[config.mk]
export PLATFORM = sky130hd
export DESIGN_NAME = wb_timer
export DESIGN_NICKNAME = d
export VERILOG_FILES = /design/src/rtl/wb_timer.sv
export SDC_FILE = /design/constraint.sdc
export NUM_CORES = 1
export LEC_CHECK = 0
export ABC_CLOCK_PERIOD_IN_PS = 2200
export CAP_MARGIN = 20
export CELL_PAD_IN_SITES_DETAIL_PLACEMENT = 0
export CELL_PAD_IN_SITES_GLOBAL_PLACEMENT = 1
export CORE_MARGIN = 2
export CORE_UTILIZATION = 43
export CTS_CLUSTER_SIZE = 30
export DETAILED_ROUTE_END_ITERATION = 12
export DONT_BUFFER_PORTS = 1
export HOLD_SLACK_MARGIN = 0.08
export PLACE_DENSITY_LB_ADDON = 0.1
export RECOVER_POWER = 100
export SLEW_MARGIN = 20
export SYNTH_ARGS = -nofsm -noshare
export SYNTH_HDL_FRONTEND = slang
export SYNTH_SLANG_ARGS = --single-unit
export TNS_END_PERCENT = 10
[constraint.sdc]
create_clock -name wb_clk_i -period 2.2 [get_ports wb_clk_i]
set_input_delay 0.11 -clock wb_clk_i [delete_from_list [all_inputs] [get_ports wb_clk_i]]
set_output_delay 0.11 -clock wb_clk_i [all_outputs]
set_load 0.02 [all_outputs]
[src/rtl/wb_timer.sv]
// wb_timer: Wishbone B3 classic slave, prescaled 32-bit down-counter with level IRQ.
// Define WB_TIMER_PWM_EN to add the COMPARE register and the registered PWM output.
module wb_timer #(
   parameter int unsigned PRESCALE_W = 16,
   parameter logic [31:0] RESET_LOAD = 32'h0000_0000
) (
   input  logic        wb_clk_i,
   input  logic        wb_rst_i,
   input  logic [31:0] wb_adr_i,
   input  logic [31:0] wb_dat_i,
   input  logic [3:0]  wb_sel_i,
   input  logic        wb_we_i,
   input  logic        wb_cyc_i,
   input  logic        wb_stb_i,
   output logic [31:0] wb_dat_o,
   output logic        wb_ack_o,
   output logic        wb_err_o,
   output logic        wb_rty_o,
   output logic        irq_o,
   output logic        pwm_o
);

   localparam logic [2:0] A_CTRL   = 3'd0;
   localparam logic [2:0] A_PRE    = 3'd1;
   localparam logic [2:0] A_LOAD   = 3'd2;
   localparam logic [2:0] A_COUNT  = 3'd3;
   localparam logic [2:0] A_STATUS = 3'd4;
   localparam logic [2:0] A_CMP    = 3'd5;

   logic [2:0]            ctrl_q, ctrl_d;
   logic [PRESCALE_W-1:0] prescale_q, prescale_d;
   logic [PRESCALE_W-1:0] pcnt_q, pcnt_d;
   logic [31:0]           load_q, load_d;
   logic [31:0]           count_q, count_d;
   logic                  expired_q, expired_d;
   logic                  ack_q, ack_d;
   logic                  err_q, err_d;
   logic [31:0]           dat_q, dat_d;
   logic                  irq_q, irq_d;

   logic [2:0]  adr;
   logic        req, mapped, wr;
   logic        wr_ctrl, wr_pre, wr_load, wr_count, wr_status;
   logic [31:0] wmask;
   logic [2:0]  ctrl_new;
   logic        tick, tick_ok, expire;
   logic [31:0] rdata;
   logic        unused_adr;

   assign adr        = wb_adr_i[4:2];
   assign unused_adr = ^{wb_adr_i[31:5], wb_adr_i[1:0]};
   assign req        = wb_cyc_i & wb_stb_i & ~ack_q & ~err_q;
   assign mapped     = ~(adr[2] & adr[1]);
   assign wr         = req & mapped & wb_we_i;
   assign wr_ctrl    = wr & (adr == A_CTRL);
   assign wr_pre     = wr & (adr == A_PRE);
   assign wr_load    = wr & (adr == A_LOAD);
   assign wr_count   = wr & (adr == A_COUNT);
   assign wr_status  = wr & (adr == A_STATUS);
   assign wmask      = {{8{wb_sel_i[3]}}, {8{wb_sel_i[2]}}, {8{wb_sel_i[1]}}, {8{wb_sel_i[0]}}};

   // A CTRL write overrides anything the counter would do to CTRL this cycle.
   assign ctrl_new = wr_ctrl ? ((ctrl_q & ~wmask[2:0]) | (wb_dat_i[2:0] & wmask[2:0])) : ctrl_q;

   assign tick    = ctrl_q[0] && (pcnt_q == prescale_q);
   assign tick_ok = tick && !wr_count && ctrl_new[0];
   assign expire  = tick_ok && (count_q == 32'd0);

`ifdef WB_TIMER_PWM_EN
   logic        wr_cmp;
   logic [31:0] compare_q, compare_d;
   logic        pwm_q, pwm_d;

   assign wr_cmp    = wr & (adr == A_CMP);
   assign compare_d = wr_cmp ? ((compare_q & ~wmask) | (wb_dat_i & wmask)) : compare_q;
   assign pwm_d     = ctrl_q[0] && (count_q < compare_q);
   assign pwm_o     = pwm_q;

   always_ff @(posedge wb_clk_i) begin
      if (wb_rst_i) begin
         compare_q <= '0;
         pwm_q     <= 1'b0;
      end else begin
         compare_q <= compare_d;
         pwm_q     <= pwm_d;
      end
   end
`else
   assign pwm_o = 1'b0;
`endif

   always_comb begin
      rdata = '0;
      case (adr)
         A_CTRL:   rdata = {29'd0, ctrl_q};
         A_PRE:    rdata = 32'(prescale_q);
         A_LOAD:   rdata = load_q;
         A_COUNT:  rdata = count_q;
         A_STATUS: rdata = {31'd0, expired_q};
`ifdef WB_TIMER_PWM_EN
         A_CMP:    rdata = compare_q;
`endif
         default:  rdata = '0;
      endcase
   end

   always_comb begin
      ctrl_d     = ctrl_new;
      prescale_d = wr_pre ? ((prescale_q & ~wmask[PRESCALE_W-1:0]) |
                             (wb_dat_i[PRESCALE_W-1:0] & wmask[PRESCALE_W-1:0])) : prescale_q;
      load_d     = wr_load ? ((load_q & ~wmask) | (wb_dat_i & wmask)) : load_q;
      pcnt_d     = pcnt_q;
      count_d    = count_q;
      expired_d  = expired_q;

      // Prescaler wraps naturally past 2^W-1 if PRESCALE was lowered below it.
      if (ctrl_q[0])
         pcnt_d = tick ? '0 : pcnt_q + PRESCALE_W'(1);

      if (tick_ok) begin
         if (count_q != 32'd0)
            count_d = count_q - 32'd1;
         else if (ctrl_new[2])
            count_d = load_q;
         else if (!wr_ctrl)
            ctrl_d[0] = 1'b0;
      end

      if (wr_count) begin
         count_d = (count_q & ~wmask) | (wb_dat_i & wmask);
         pcnt_d  = '0;
      end

      if (wr_status && wb_sel_i[0] && wb_dat_i[0])
         expired_d = 1'b0;
      if (expire)
         expired_d = 1'b1;

      ack_d = req & mapped;
      err_d = req & ~mapped;
      dat_d = (req && mapped && !wb_we_i) ? rdata : '0;
      irq_d = expired_q & ctrl_q[1];
   end

   always_ff @(posedge wb_clk_i) begin
      if (wb_rst_i) begin
         ctrl_q     <= '0;
         prescale_q <= '0;
         pcnt_q     <= '0;
         load_q     <= RESET_LOAD;
         count_q    <= RESET_LOAD;
         expired_q  <= 1'b0;
         ack_q      <= 1'b0;
         err_q      <= 1'b0;
         dat_q      <= '0;
         irq_q      <= 1'b0;
      end else begin
         ctrl_q     <= ctrl_d;
         prescale_q <= prescale_d;
         pcnt_q     <= pcnt_d;
         load_q     <= load_d;
         count_q    <= count_d;
         expired_q  <= expired_d;
         ack_q      <= ack_d;
         err_q      <= err_d;
         dat_q      <= dat_d;
         irq_q      <= irq_d;
      end
   end

   assign wb_dat_o = dat_q;
   assign wb_ack_o = ack_q;
   assign wb_err_o = err_q;
   assign wb_rty_o = 1'b0;
   assign irq_o    = irq_q;

endmodule

==> results of run 1 <==
-- synth_stat cells, types with 19 or more instances --
cell      count
nand3_1      54
nor2_1       86
a21oi_1      41
nor3_1       19
clkbuf_1     40
mux2i_1      19
xnor2_1      32
nand2_1      92
o211ai_1     25
dfxtp_1     135
o21ai_0      28
a22oi_1      30
-- metal layers --
metal,vias to the layer above,wire (um)
li1,3134,-
met1,3232,9940
met2,207,10700
met3,25,1240
met4,0,337
met5,-,0
-- critical path, stage by stage (launching register included) --
cell and delay, ns:
dfxtp_1 0.30, and4bb_2 0.32, nand2_1 0.08, o31a_1 0.31, a211oi_4 0.24, buf_4 0.17, nor3_4 0.06, buf_6 0.14
buf_6 0.14, o311a_1 0.33
-- cell families (layout without fill, tap and decap cells) --
group	count (synthesis)	after routing
AO/OA/AOI/OAI	182	182
multiplexers	35	35
adder cells (fa/ha/maj)	3	3
other	1	2
AND/OR/NAND/NOR	334	336
buffers and inverters	79	186
flip-flops	135	135
XOR/XNOR	47	47
-- power by group through the flow --
| stage | registers (mW) | clock network (mW) | logic, mW |
|---|---|---|---|
| floorplan | 2.51 | 0 | 0.343 |
| global placement | 2.51 | 0 | 0.418 |
| detailed placement | 2.52 | 0 | 0.425 |
| CTS | 2.46 | 2.80 | 0.466 |
| global route | 2.46 | 2.91 | 0.627 |
| finish | 2.46 | 2.75 | 0.581 |
-- area by class of cell --
class	count	area, um^2	area share (%)
multi-input combinational	605	4080	45.5
clock inverter	11	100	1.12
tap	216	270	3.02
sequential	135	2740	30.6
clock buffer	21	470	5.26
inverter	15	56.3	0.629
timing repair buffer	139	1240	13.8
-- stage by stage --
step | power (mW) | TNS [ns]
global placement | 2.93 | -0.0486
CTS | 5.73 | -0.00906
global route | 5.99 | -0.862
detailed placement | 2.94 | -0.693
floorplan | 2.86 | 0
finish | 5.79 | -0.00423
-- final timing paths --
path / start / to / slack [ns] / depth (start not counted)
setup / recovery: wb_ack_o / flop / -0.004 / 9
setup reg to reg: wb_ack_o / flop / -0.004 / 9
hold / removal: wb_sel_i[1] / flop / -0.15 / 2
hold reg to reg: flop / flop / 0.47 / 2
-- timing repair --
| action | in CTS | in global routing |
|---|---|---|
| pin swaps | 10 | 27 |
| buffers inserted | 1 | 9 |
| gates resized for setup | 30 | 48 |
| endpoints found under the setup margin | 23 | 31 |
| hold buffers | 18 | 38 |
| endpoints found under the hold margin | 104 | 77 |
| gates cloned | 2 | 0 |
==> summary.md, run 1 <==
| Metric | Value |
|---|---|
| Status | complete, but fails checks |
| Violations in the final reports | hold timing, setup timing |
| Max-slew violation count | 0 |
| Clock root buffer | clkbuf_16 |
| Seq pwr share | 42.5% |
| Placed insts | roughly 1000 |
| Setup WS post-layout | -0.00423 ns |
| GRT Util Overall | about a quarter |
| Synth area leader | dfxtp_1 |
| Met2 Use GR | 43.1% |
| Nets | 989 |
| HPWL Detailed | 14600 um |
| RePlAce Congestion | 0.879 |
| GRT Max-Usage Layer | met2 |
| Post-layout minimum cycle time | 2.20 ns |
| Antenna Cells | 0 |
| Clock buffer depth | 2 |
| Total routed wirelength | 22200 um |
| WHS | -0.149 ns |
| Worst vdd ir | 0.537 mV |
| Mapped cell area | 6870 um^2 |
| Grt total ovfl | 0 |
| Max Fclk | 0.454 GHz |
| CTS tree | done |
| Post-place instance area | 7440 um^2 |
| Vias in the first global route | roughly 6400 |
| Clock skew | 0.0113 ns |
| WP data required | 2.50 ns |
| I/O Buffers | 0 |
| Die span in x | 130 um |
| Chip height | 130 um |
| Cell area power density | between 600 and 700 nW/um^2 |
| Core area | 15800 um^2 |
| DIE AREA | around 17000 um^2 |
| Distinct cells, synth | 68 |
| Initial core utilization | 43.6% |
| Worst-Skew Late Latency | around 0.43 ns |
| Initial antenna violation count | 0 |
| Ys flop type | dfxtp_1 |
| Row cnt | 46 |
| DR pass1 iterations | 5 |
| CP Launch Type | flop |
| Commonest cells after routing, fill and taps aside | 111 x dfxtp_1, 93 x nand2_1, 85 x nor2_1 |
| Compound-Gate Fraction of Synth Area | 18.9% |
| Vias after detailed routing | 6598 |
| DRT iter0 DRCs | roughly 400 |
| Max Cap Violations | 0 |
| First-pass GRT wire length | roughly 34000 um |
| Register area share after synthesis | 39.3% |
| H-tree levels | 4 |
| Detailed-route DRC error count | 0 |
| Post-Place Setup Slack | -0.115 ns |
| Crit path kind | flop to flop |
| Mapped Cells | 816 |
| Leakage power | 3.31 nW |
| Post-Synth XOR/XNOR Area | 5.99% |
| EDFF count, synth | 0 |
| Final instance area | 8950 um^2 |
| Setup Viol. Count Final | 1 |
| Combinational share of power | 10.0% |
| Clk slew on worst S/H paths | 0.06 ns |
| RSZ-0062 raised after global routing | true |
| WL/cell | roughly 19 um |
| Asr flop ratio synth | 0% |
| Yosys reg bits | 135 |
| Crit Path Max Fanout | 7 |
| Met3 Use GR | 5.46% |
| Synth top area cells | dfxtp_1 39%, nand2_1 5.0%, nor2_1 4.7% |
| Synth top area share | 39.3% |
| Synth Area in Simple Gates | 24.0% |
| Switch Pwr | 1.45 mW |
| IO Count | 110 |
| Adder-Cell Fraction of Synth Area | less than 1% |
| Post-synthesis mux area share | 5.88% |
| Clock share of power | a little under half |
| Sw frac | 25.1% |
| Largest family of logic cells by synthesized area | simple AND/OR/NAND/NOR gates |
| Final cell count without fillers | 1142 |
| Hold/Removal Path Class | primary input to flop |
| WP data arrival | 2.51 ns |
| Vias per cell | 5.78 |
| Routed Antenna Nets | 0 |
| Layout cell share with drive strength beyond 1 | roughly 23% |
| Post-layout util | 56.8% |
| Pint | roughly 4.3 mW |
| Most common cell after layout, fill and taps aside | dfxtp_1 |
| CP Capture Type | flop |
| Pin count of the biggest net entering global routing | between 80 and 90 |
| Fill cells | 1478 |
| Met1 Usage GRT | 34.1% |
| Slew margin rel. | between 40% and 50% |
| Period utilization | 100% |
| Area growth syn-to-layout | 30.3% |
| Clock Sinks | 135 |
| CTS Buf Count | 17 |
| Slew @ Worst Pin | 0.887 ns |
| Final Hold Vio Count | 1 |
| Syn_area_per_cell | 8.42 um^2 |
| Yosys warns | 0 |
Note: power is estimated with default switching activity, not from simulation.
==> inputs of run 2 (changes only) <==
==> constraint.sdc (replaced) <==
create_clock -name wb_clk_i -period 2.2 [get_ports wb_clk_i]
set_input_delay 0.22 -clock wb_clk_i [delete_from_list [all_inputs] [get_ports wb_clk_i]]
set_output_delay 0.22 -clock wb_clk_i [all_outputs]
set_load 0.02 [all_outputs]
==> summary.md, run 2 (synthesized netlist as in run 1, its figures left out) <==
| Metric | Value |
|---|---|
| H-tree levels | 4 (unchanged) |
| Setup WS post-layout | -0.0513 ns (-0.0471 ns) |
| Most common cell after layout, fill and taps aside | dfxtp_1 |
| First-pass GRT wire length | 33100 um (-2.9%) |
| Initial antenna violation count | 0 (unchanged) |
| Slew margin rel. | 50.4% (+9.7 points) |
| Fill cells | 1472 (-0.41%) |
| Leakage power | 3.33 nW (+0.81%) |
| Met3 Use GR | 4.93% (-0.53 points) |
| Setup Viol. Count Final | 13 (+12) |
| Nets | 981 (-0.81%) |
| Clock share of power | 50.1% (+2.6 points) |
| Clock root buffer | clkbuf_16 |
| Status | complete, but fails checks |
| CP Capture Type | flop |
| Post-Place Setup Slack | -0.0814 ns (+0.0334 ns) |
| Initial core utilization | 43.6% (unchanged) |
| Post-place instance area | 7510 um^2 (+0.87%) |
| Tot Pwr | 6.05 mW (+4.5%) |
| Crit path kind | flop to flop |
| Chip height | 130 um (unchanged) |
| Routed Antenna Nets | 0 (unchanged) |
| Cell area power density | 691 nW/um^2 (+6.8%) |
| Pint | 4.66 mW (+7.3%) |
| Max Fclk | 0.444 GHz (-2.1%) |
| Worst-Skew Late Latency | 0.42 ns (about the same) |
| Sw frac | 23.0% (-2.0 points) |
| Final instance area | 8760 um^2 (-2.2%) |
| DR pass1 iterations | 6 (+1) |
| Final Hold Vio Count | 0 (-1) |
| Vias after detailed routing | 6571 (-0.41%) |
| Slew @ Worst Pin | 0.742 ns (-0.145 ns) |
| Commonest cells after routing, fill and taps aside | 132 x dfxtp_1, 92 x nand2_1, 85 x nor2_1 |
| IO Count | 110 (unchanged) |
| Max Cap Violations | 0 (unchanged) |
| Die span in x | 130 um (unchanged) |
| Clock skew | 0.00747 ns (-0.00381 ns) |
| CTS Buf Count | 17 (unchanged) |
| Max-slew violation count | 0 (unchanged) |
| Area growth syn-to-layout | 27.5% |
| Clock buffer depth | 2 (unchanged) |
| Combinational share of power | 9.2% (-0.8 points) |
| Vias per cell | 5.79 (+0.29%) |
| Detailed-route DRC error count | 0 (unchanged) |
| Pin count of the biggest net entering global routing | 81 (unchanged) |
| Vias in the first global route | 6174 (-2.8%) |
| Clk slew on worst S/H paths | 0.06 ns (about the same) |
| Seq pwr share | 40.7% (-1.8 points) |
| Switch Pwr | 1.39 mW (-4.0%) |
| Layout cell share with drive strength beyond 1 | 19.5% (-3.7 points) |
| RePlAce Congestion | 0.866 (-1.5%) |
| Final cell count without fillers | 1134 (-0.70%) |
| DIE AREA | 17000 um^2 (unchanged) |
| WHS | 0.0501 ns (+0.199 ns) |
| Antenna Cells | 0 (unchanged) |
| Met1 Usage GRT | 34.4% (+0.30 points) |
| DRT iter0 DRCs | 532 (+33%) |
| RSZ-0062 raised after global routing | true |
| Total routed wirelength | 22000 um (-0.85%) |
| CP Launch Type | flop |
| Post-layout minimum cycle time | 2.25 ns (+0.0471 ns) |
| Crit Path Max Fanout | 12 (+5) |
| WP data arrival | 2.54 ns (+0.03 ns) |
| Violations in the final reports | setup timing |
| WP data required | 2.48 ns (-0.02 ns) |
| Met2 Use GR | 40.6% (-2.6 points) |
| Grt total ovfl | 0 (unchanged) |
| Worst vdd ir | 0.546 mV (+1.7%) |
| CTS tree | done |
| GRT Util Overall | 25.4% (-0.71 points) |
| Post-route setup TNS | -0.422 ns (-0.418 ns) |
| Placed insts | 1051 (+0.67%) |
| WL/cell | 19.4 um (-0.15%) |
| HPWL Detailed | 14600 um (-0.19%) |
| Core area | 15800 um^2 (unchanged) |
| GRT Max-Usage Layer | met2 |
| Period utilization | 102% (+2.1 points) |
| Hold/Removal Path Class | primary input to flop |
| I/O Buffers | 0 (unchanged) |
| Post-layout util | 55.5% (-1.2 points) |
| Row cnt | 46 (unchanged) |
| Clock Sinks | 135 (unchanged) |
## run 2: power by group through the flow
stage,sequential (mW),clock (mW),combinational [mW]
floorplan,2.51,0,0.343
global placement,2.51,0,0.419
detailed placement,2.51,0,0.426
CTS,2.46,3.08,0.450
global route,2.46,3.18,0.595
finish,2.46,3.03,0.556
## run 2: worst paths after layout
| path | startpoint | slack [ns] | depth (start not counted) | end |
|---|---|---|---|---|
| worst min-delay path | wb_dat_i[31] | 0.05 | 2 | flop |
| worst max register to register | wb_ack_o | -0.05 | 10 | flop |
| worst max-delay path | wb_ack_o | -0.05 | 10 | flop |
| worst min register to register | flop | 0.47 | 2 | flop |
## run 2: critical path: stages, from the launching register on
cell	delay (ns)
dfxtp_1	0.31
and4bb_2	0.33
nand2_2	0.06
o31a_1	0.30
a211oi_4	0.39
buf_12	0.16
nor3_4	0.05
buf_12	0.15
a21oi_4	0.13
buf_12	0.15
a221oi_2	0.07
## run 2: routing by layer
layer | routed length (um) | share of wire, %
met5 | 0 | 0
met4 | 392 | 1.8
met3 | 1290 | 5.9
met2 | 10400 | 47
met1 | 9930 | 45
## run 2: layout make-up
cell class | count | area [um^2] | area share, %
inverters | 15 | 56.3 | 0.643
clock buffers | 26 | 519 | 5.93
flip-flops and latches | 135 | 2710 | 30.9
multi-input cells | 605 | 3920 | 44.8
well taps | 216 | 270 | 3.09
clock inverters | 6 | 111 | 1.27
repair buffers | 131 | 1170 | 13.4
## run 2: timing repair
action | in CTS | in global routing
buffers inserted | 0 | 5
hold buffers | 9 | 35
gates cloned | 2 | 0
pin swaps | 2 | 9
hold endpoints to repair | 98 | 77
endpoints found under the setup margin | 20 | 30
resized for setup | 4 | 22
==> inputs of run 3 (changes only) <==
Settings changed: CORE_ASPECT_RATIO from default to 1.25.
==> summary.md, run 3 (synthesized netlist as in run 1, its figures left out) <==
| Metric | Value |
|---|---|
| Critical path, cell by cell | and4bb_2, nand2_2, o31a_1, a211oi_4, buf_6, nor3_4, buf_6, buf_4, o311a_1 |
| Core area | 15600 um^2 (-0.86%) |
| Pin count of the biggest net entering global routing | 81 (unchanged) |
| CTS tree | done |
| Setup Viol. Count Final | 0 (-13) |
| Fill cells | 1483 (+0.75%) |
| DR pass1 iterations | 5 (-1) |
| Storage element area | 2730 um^2 (+0.88%) |
| Slowest stage cell, crit path | and4bb_2 |
| Vias after detailed routing | 6499 (-1.1%) |
| IO Count | 110 (unchanged) |
| Nets | 980 (-0.10%) |
| Clock Sinks | 135 (unchanged) |
| Worst vdd ir | 0.524 mV (-3.9%) |
| Clock root buffer | clkbuf_16 |
| Max-slew violation count | 0 (unchanged) |
| Most common cell after layout, fill and taps aside | dfxtp_1 |
| Final instance area | 8880 um^2 (+1.4%) |
| Chip height | 145 um (+11%) |
| Clock buffer depth | 2 (unchanged) |
| Final Hold Vio Count | 0 (unchanged) |
| Slew margin rel. | 55.5% (+5.1 points) |
| Routed Antenna Nets | 0 (unchanged) |
| Hold/Removal Path Class | primary input to flop |
| Area growth syn-to-layout | 29.2% |
| Row cnt | 51 (+11%) |
| I/O Buffers | 0 (unchanged) |
| Total routed wirelength | 22400 um (+1.9%) |
| Crit Path Max Fanout | 6 (-6) |
| DRT iter0 DRCs | 486 (-8.6%) |
| Antenna Cells | 0 (unchanged) |
| CTS Buf Count | 17 (unchanged) |
| WP data required | 2.51 ns (+0.03 ns) |
| Initial core utilization | 43.9% (+0.38 points) |
| Leakage power | 3.36 nW (+0.70%) |
| Post-place instance area | 7470 um^2 (-0.53%) |
| Max Cap Violations | 0 (unchanged) |
| WP data arrival | 2.51 ns (-0.03 ns) |
| First-pass GRT wire length | 33800 um (+2.3%) |
| RSZ-0062 raised after global routing | true |
| Status | completed |
| Crit-path max cell delay | 0.34 ns (-0.05 ns) |
| Crit path kind | flop to flop |
| Post-layout minimum cycle time | 2.19 ns (-0.0587 ns) |
| Most frequent CP cell | buf_6 |
| CP Launch Type | flop |
| DIE AREA | 17000 um^2 (about the same) |
| Cell area power density | 686 nW/um^2 (-0.76%) |
| Clk slew on worst S/H paths | 0.06 ns (about the same) |
| Max Fclk | 0.456 GHz (+2.7%) |
| Slew @ Worst Pin | 0.666 ns (-0.0760 ns) |
| WL/cell | 19.8 um (+2.3%) |
| Vias in the first global route | 6310 (+2.2%) |
| Clock skew | 0.00792 ns (+0.000455 ns) |
| Die span in x | 117 um (-10%) |
| Grt total ovfl | 0 (unchanged) |
| Multi-input logic area | 4060 um^2 (+3.6%) |
| GRT Util Overall | 25.8% (+0.41 points) |
| HPWL Detailed | 14900 um (+2.1%) |
| Worst R2R Setup Slack | 0.007 ns (+0.06 ns) |
| CP top delay family | compound AO/OA/AOI/OAI gates |
| Buf+Inv Stages, Crit Path | 3 (unchanged) |
| Vias per cell | 5.76 (-0.66%) |
| Initial antenna violation count | 0 (unchanged) |
| Detailed-route DRC error count | 0 (unchanged) |
| Layout cell share with drive strength beyond 1 | 21.8% (+2.3 points) |
| WHS | 0.0573 ns (+0.00717 ns) |
| RePlAce Congestion | 0.880 (+1.7%) |
| H-tree levels | 4 (unchanged) |
| CP Capture Type | flop |
| Commonest cells after routing, fill and taps aside | 121 x dfxtp_1, 92 x nand2_1, 85 x nor2_1 |
| Period utilization | 99.7% (-2.7 points) |
| Worst-Skew Late Latency | 0.43 ns (about the same) |
-- run 3: changes by cell type in the layout (fill, tap and decap cells not counted), moves of 3 or more --
cell | before | now
clkinv_2 | 1 | 4
dfxtp_4 | 0 | 4
dfxtp_2 | 3 | 10
clkbuf_8 | 6 | 0
xnor2_1 | 27 | 22
inv_6 | 0 | 4
xnor2_4 | 0 | 5
dfxtp_1 | 132 | 121
-- run 3: cell type report --
class | instances | area share, %
Clock inverter | 15 | 2.24
Clock buffer | 17 | 4.79
Tap cell | 212 | 2.99
Sequential cell | 135 | 30.8
Inverter | 15 | 0.634
Timing Repair Buffer | 130 | 12.8
Multi-Input combinational cell | 605 | 45.8
-- run 3: per-layer routing --
layer	wire length, um	track usage [%]	vias to the layer above
met5	0	0	-
met4	773	12.1	0
met3	1120	5.60	52
met2	11400	44.0	221
met1	9100	30.4	3110
li1	-	-	3116
-- run 3: what timing repair did --
action	in CTS	in global routing
hold buffers	11	34
hold endpoints to repair	100	77
gates resized for setup	6	50
pin swaps	2	26
setup endpoints to repair	26	30
buffers inserted	0	7
gates cloned	1	1
-- run 3: path summary, 6_finish.rpt --
| path | start | end | cells past startpoint |
|---|---|---|---|
| setup / recovery | wb_ack_o | flop | 9 |
| hold / removal | wb_dat_i[26] | flop | 2 |
| setup reg to reg | wb_ack_o | flop | 9 |
| hold reg to reg | flop | flop | 2 |
-- run 3: through the flow --
step                      worst slack [ns]  power (mW)  util [%]  cells  setup TNS [ns]
final                              0.00745        6.09      56.8   1129               0
after floorplan                     0.0406        2.86         -    817               0
after CTS                           0.0102        6.01      52.8   1088               0
after global placement             -0.0970        2.93      47.8   1044           -1.42
after global routing               -0.0505        6.28      56.8   1129          -0.428
after detailed placement            -0.107        2.93      47.8   1044           -1.09
-- run 3: report_power, final --
group	internal, mW	switching, mW
sequential	2.45	0.00860
combinational	0.238	0.320
clock	1.90	1.17
